## config.mk

```make
export PLATFORM = sky130hd
export DESIGN_NAME = spike_mac_seq
export DESIGN_NICKNAME = d
export VERILOG_FILES = /design/src/rtl/spike_mac_seq.sv
export SDC_FILE = /design/constraint.sdc
export NUM_CORES = 1
export LEC_CHECK = 0
export CAP_MARGIN = 20
export CORE_MARGIN = 1
export CORE_UTILIZATION = 37
export DETAILED_ROUTE_END_ITERATION = 10
export DONT_BUFFER_PORTS = 1
export HOLD_SLACK_MARGIN = 0.1
export SKIP_CTS_REPAIR_TIMING = 1
export SYNTH_ARGS = -nofsm -noshare
export SYNTH_HDL_FRONTEND = slang
export SYNTH_SLANG_ARGS = --single-unit
```

## constraint.sdc

```tcl
create_clock -name clk -period 26.4 [get_ports clk]
set_input_delay 2.64 -clock clk [delete_from_list [all_inputs] [get_ports clk]]
set_output_delay 2.64 -clock clk [all_outputs]
set_load 0.01 [all_outputs]
```

## src/rtl/spike_mac_seq.sv

```systemverilog
// Time-multiplexed spike/weight multiply-accumulate: sums the weights of active spikes
// LANES per cycle into a saturating accumulator, emitting one result per in_last-terminated run.
module spike_mac_seq #(
  parameter int N_IN      = 25,
  parameter int W_WIDTH   = 16,
  parameter int LANES     = 5,
  parameter int ACC_WIDTH = 24
) (
  input  logic                        clk,
  input  logic                        rst,
  input  logic                        in_valid,
  output logic                        in_ready,
  input  logic                        in_last,
  input  logic [N_IN-1:0]             spikes_in,
  input  logic [N_IN*W_WIDTH-1:0]     weights_in,
  output logic                        out_valid,
  input  logic                        out_ready,
  output logic signed [ACC_WIDTH-1:0] sum_out,
  output logic                        sat_out
);

  localparam int CHUNKS = (N_IN + LANES - 1) / LANES;
  localparam int CNT_W  = (CHUNKS > 1) ? $clog2(CHUNKS) : 1;
  localparam int SLOTS  = 2 ** CNT_W;
  localparam int PAD_N  = SLOTS * LANES;
  localparam int SUM_W  = W_WIDTH + $clog2(LANES + 1);
  localparam int MAX_W  = (ACC_WIDTH > SUM_W) ? ACC_WIDTH : SUM_W;
  localparam int EXT_W  = MAX_W + 1;

  localparam logic signed [EXT_W-1:0] ACC_MAX =
    {{(EXT_W-ACC_WIDTH+1){1'b0}}, {(ACC_WIDTH-1){1'b1}}};
  localparam logic signed [EXT_W-1:0] ACC_MIN =
    {{(EXT_W-ACC_WIDTH+1){1'b1}}, {(ACC_WIDTH-1){1'b0}}};

  typedef enum logic [1:0] {S_IDLE, S_ACCUM, S_DONE} state_t;

  state_t                        r_state;
  logic [CNT_W-1:0]              r_cnt;
  logic                          r_last;
  logic [N_IN-1:0]               r_spk;
  logic [N_IN*W_WIDTH-1:0]       r_wgt;
  logic signed [ACC_WIDTH-1:0]   r_acc;
  logic                          r_sat;
  logic                          r_in_ready;
  logic                          r_out_valid;

  logic [PAD_N-1:0]              w_spk_pad;
  logic [PAD_N*W_WIDTH-1:0]      w_wgt_pad;
  logic                          w_spk_ch [SLOTS][LANES];
  logic signed [W_WIDTH-1:0]     w_wgt_ch [SLOTS][LANES];
  logic signed [SUM_W-1:0]       w_lane;
  logic signed [EXT_W-1:0]       w_sum;

  function automatic logic signed [ACC_WIDTH-1:0] sat_clip(input logic signed [EXT_W-1:0] v);
    if (v > ACC_MAX)      sat_clip = ACC_MAX[ACC_WIDTH-1:0];
    else if (v < ACC_MIN) sat_clip = ACC_MIN[ACC_WIDTH-1:0];
    else                  sat_clip = v[ACC_WIDTH-1:0];
  endfunction

  function automatic logic sat_hit(input logic signed [EXT_W-1:0] v);
    sat_hit = (v > ACC_MAX) || (v < ACC_MIN);
  endfunction

  // Zero padding past N_IN makes the tail of the last chunk contribute nothing
  always_comb begin
    w_spk_pad = PAD_N'(r_spk);
    w_wgt_pad = (PAD_N*W_WIDTH)'(r_wgt);
    for (int c = 0; c < SLOTS; c++) begin
      for (int l = 0; l < LANES; l++) begin
        w_spk_ch[c][l] = w_spk_pad[c*LANES + l];
        w_wgt_ch[c][l] = w_wgt_pad[(c*LANES + l)*W_WIDTH +: W_WIDTH];
      end
    end
  end

  always_comb begin
    w_lane = '0;
    for (int l = 0; l < LANES; l++) begin
      if (w_spk_ch[r_cnt][l]) w_lane = w_lane + SUM_W'(w_wgt_ch[r_cnt][l]);
    end
    w_sum = EXT_W'(r_acc) + EXT_W'(w_lane);
  end

  // Operand capture: data only, so no reset
  always_ff @(posedge clk) begin
    if (r_state == S_IDLE && in_valid) begin
      r_spk <= spikes_in;
      r_wgt <= weights_in;
    end
  end

  always_ff @(posedge clk) begin
    if (rst) begin
      r_state     <= S_IDLE;
      r_cnt       <= '0;
      r_last      <= 1'b0;
      r_acc       <= '0;
      r_sat       <= 1'b0;
      r_in_ready  <= 1'b1;
      r_out_valid <= 1'b0;
    end else begin
      case (r_state)
        S_IDLE: begin
          if (in_valid) begin
            r_last     <= in_last;
            r_cnt      <= '0;
            r_in_ready <= 1'b0;
            r_state    <= S_ACCUM;
          end
        end
        S_ACCUM: begin
          r_acc <= sat_clip(w_sum);
          if (sat_hit(w_sum)) r_sat <= 1'b1;
          if (r_cnt == CNT_W'(CHUNKS - 1)) begin
            r_cnt <= '0;
            if (r_last) begin
              r_out_valid <= 1'b1;
              r_state     <= S_DONE;
            end else begin
              r_in_ready <= 1'b1;
              r_state    <= S_IDLE;
            end
          end else begin
            r_cnt <= r_cnt + CNT_W'(1);
          end
        end
        S_DONE: begin
          if (out_ready) begin
            r_acc       <= '0;
            r_sat       <= 1'b0;
            r_out_valid <= 1'b0;
            r_in_ready  <= 1'b1;
            r_state     <= S_IDLE;
          end
        end
        default: begin
          r_state    <= S_IDLE;
          r_in_ready <= 1'b1;
        end
      endcase
    end
  end

  assign in_ready  = r_in_ready;
  assign out_valid = r_out_valid;
  assign sum_out   = r_acc;
  assign sat_out   = r_sat;

endmodule

```

==> results.sh <==
export IMPL_clockBufferDepth=3
export IMPL_cts_buffers=49
export IMPL_setup_violations=0
export IMPL_routed_via_density=5.53
export IMPL_crit_required_ps=26910
export IMPL_track_usage_pct=18.6
export IMPL_clock_sinks=458
export IMPL_path_common_cell="a21oi_1"
export IMPL_postLayoutCoreUtil_pct=41.7
export IMPL_gr_total_overflow=0
export IMPL_fin_hold_ws_ps=540
export IMPL_gp_congestion=0.891
export IMPL_worstMarginPinSlew_ps=1070
export IMPL_worst_path_buf_inv=3
export IMPL_grt_pass1_vias=14036
export IMPL_setup_tns_ps=0
export IMPL_finClkSkew_ps=31.5
export IMPL_io_buffers=0
export IMPL_ant_nets=0
export IMPL_start_util_pct=37.6
export IMPL_row_count=90
export IMPL_arrival_ps=12940
export IMPL_finalNetCount=2247
export IMPL_fmax_mhz=80.4
export IMPL_remaining_drc_errors=0
export IMPL_core_area_um2=60600
export IMPL_synth_yosys_warnings=0
export IMPL_grt_pass1_wl_mm=87.1
export IMPL_post_route_min_period_ps=12430
export IMPL_ys_seq_elements=458
export IMPL_drive_gt1_share_pct=14.0
export IMPL_wire_per_inst_um=23.4
export IMPL_period_share_pct=47.1
export IMPL_clk_pin_slew_ps=60
export IMPL_synth_top_area_cell="edfxtp_1"
export IMPL_ios=457
export IMPL_cpMaxStageDelayCell="a311oi_4"
export IMPL_hold_violations=0
export IMPL_cts_max_level=2
export IMPL_die_height_um=250
export IMPL_dp_hpwl_mm=45.0
export IMPL_holdCritPathClass="reg2reg"
export IMPL_insertion_delay_ps=610
export IMPL_cts_tree="done"
export IMPL_vias=14013
export IMPL_vdd_drop_max_v=0.0000582
export IMPL_rsz0062_at_grt="no"
export IMPL_syn_cell_area_um2=22800
export IMPL_max_slew_margin_pct=27.8
export IMPL_cp_max_fo=33
export IMPL_synth_nets=2237
export IMPL_worstSetupEndpointType="flop"
export IMPL_synth_top_cell_area_share_pct=56.1
export IMPL_leakage_nw=9.16
export IMPL_ys_async_sr_fraction_pct=0
export IMPL_synth_avg_cell_area_um2=13.4
export IMPL_area_growth_pct=10.9
export IMPL_slowest_delay_ps=910
export IMPL_grt_max_degree=97
export IMPL_drt_iter0_drc=1117
export IMPL_yosysSeqAreaShare_pct=59.0
export IMPL_status="completed"
export IMPL_maxSlewViolCount=0
export IMPL_crit_family="compound AO/OA/AOI/OAI gates"
export IMPL_synthCells=1696
export IMPL_ys_top_cells_by_area="edfxtp_1 (56%), mux4_2 (7.7%), ha_1 (5.8%)"
export IMPL_die_w_um=250
export IMPL_synth_distinct_cells=78
export IMPL_cap_violations=0
export IMPL_worstSetupStartpointType="flop"
export IMPL_crit_type="reg2reg"
export IMPL_finalWirelength_mm=59.2
export IMPL_root_buffer="clkbuf_16"
export IMPL_synth_edf_count=425
export IMPL_antenna_found_initial=11
export IMPL_p_per_area_nw_per_um2=99.9
export IMPL_ys_flop_type="edfxtp_1"
export IMPL_drt_pass1_iterations=5
export IMPL_die_area_um2=62500
-- flip-flops by register name, summed over array words and instances (netlist names), 2 cells and up --
register and flops:
r_cnt 3, r_wgt 400, r_state 2, r_spk 25, sum_out 24
-- metal layers --
metal	GRT usage, %	up-vias	share of wire (%)	wire (µm)
met3	4.60	84	6.9	4050
met5	0	-	0.17	102
met2	31.2	453	49	29000
met4	5.28	14	2.1	1220
li1	-	6510	-	-
met1	23.7	6952	42	24800
-- worst register-to-register path, delay by kind of cell, from the launching register on --
kind	cells	cell delay [ps]
flops	1	720
xor+xnor	4	960
mux	4	1340
simple gates	6	1220
fa+ha+maj	5	1980
compound gates	21	4920
buf+inv	3	1220
-- worst paths after layout --
check                     startpoint                      end  slack, ps  depth (start not counted)
max reg2reg    r_cnt[0]$_SDFFE_PP0P_  sum_out[2]$_SDFFE_PP0P_      13970                         43
min          sum_out[0]$_SDFFE_PP0P_  sum_out[0]$_SDFFE_PP0P_        540                          2
max            r_cnt[0]$_SDFFE_PP0P_  sum_out[2]$_SDFFE_PP0P_      13970                         43
min reg2reg  sum_out[0]$_SDFFE_PP0P_  sum_out[0]$_SDFFE_PP0P_        540                          2
-- cell families (layout without fill, tap and decap cells) --
group | after synthesis | in the layout | synth area share (%)
flops | 458 | 458 | 59.0
mux | 127 | 127 | 10.2
compound gates | 425 | 425 | 11.9
xor+xnor | 71 | 71 | 2.79
other cells | 0 | 6 | 0
fa+ha+maj | 111 | 111 | 6.27
simple gates | 346 | 346 | 6.89
buf+inv | 158 | 206 | 3.01
-- Yosys cell counts, types with 7 or more instances --
cell type    n
edfxtp_1   425
nand2_1    146
o21ai_0    115
a21oi_1    114
ha_1       106
inv_1       95
nor2_1      89
mux4_2      78
a21o_1      47
xnor2_1     41
clkbuf_1    33
dfxtp_1     33
mux2_2      31
xor2_1      29
a22oi_1     23
nand3_1     17
o21a_1      17
buf_2       16
a211oi_1    15
mux2i_1     15
nor3_1      15
nor2b_1     14
nand2b_1    13
nand4_1     13
a31oi_1     11
o21ai_1      8
or3_1        8
buf_4        7
-- layout by cell type (no fill, tap or decap), types with 5 or more instances in the layout --
cell type,synthesis,layout
edfxtp_1,425,425
nand2_1,146,146
o21ai_0,115,114
a21oi_1,114,114
ha_1,106,106
inv_1,95,95
nor2_1,89,89
mux4_2,78,78
clkbuf_16,0,49
a21o_1,47,47
xnor2_1,41,41
mux2_2,31,31
dfxtp_1,33,30
xor2_1,29,29
a22oi_1,23,23
buf_4,7,20
o21a_1,17,17
nand3_1,17,17
a211oi_1,15,15
nor3_1,15,15
mux2i_1,15,15
nor2b_1,14,13
nand4_1,13,13
nand2b_1,13,13
a31oi_1,11,11
o21ai_1,8,9
clkbuf_1,33,9
or3_1,8,8
clkinvlp_4,0,7
diode_2,0,6
and2_1,6,6
a211o_1,6,6
a31o_2,6,6
clkinv_2,0,6
clkinv_1,0,6
a22o_2,5,5
o31ai_1,5,5
o21bai_1,5,5
fa_1,5,5
-- report_power, final --
group / total (mW) / leakage (nW) / switching [mW] / internal (mW)
Combinational: 0.968 / 4.10 / 0.552 / 0.416
Clock: 0.669 / 0.746 / 0.293 / 0.376
Sequential: 0.885 / 4.32 / 0.0331 / 0.852
Total: 2.52 / 9.16 / 0.878 / 1.64
-- layout make-up --
type / instances / area [µm²]
fillers: 5518 / 35300
flip-flops and latches: 458 / 13400
multi-input cells: 1080 / 8680
clock buffers: 58 / 1260
well taps: 782 / 978
inverters: 95 / 357
clock inverters: 31 / 317
repair buffers: 22 / 205
diodes: 6 / 15.0
-- per-stage QoR --
| stage | instances | power (mW) | worst slack [ps] | cell area [µm²] |
|---|---|---|---|---|
| after CTS | 2524 | 2.54 | 13890 | 25200 |
| after detailed placement | 2435 | 1.86 | 13950 | 23600 |
| final | 2532 | 2.52 | 13970 | 25300 |
| after global placement | 2435 | 1.84 | 14220 | 23600 |
| after floorplan | 1696 | 1.67 | 3580 | 22800 |
| after global routing | 2529 | 2.68 | 12850 | 25200 |
Note: power is estimated with default switching activity, not from simulation.
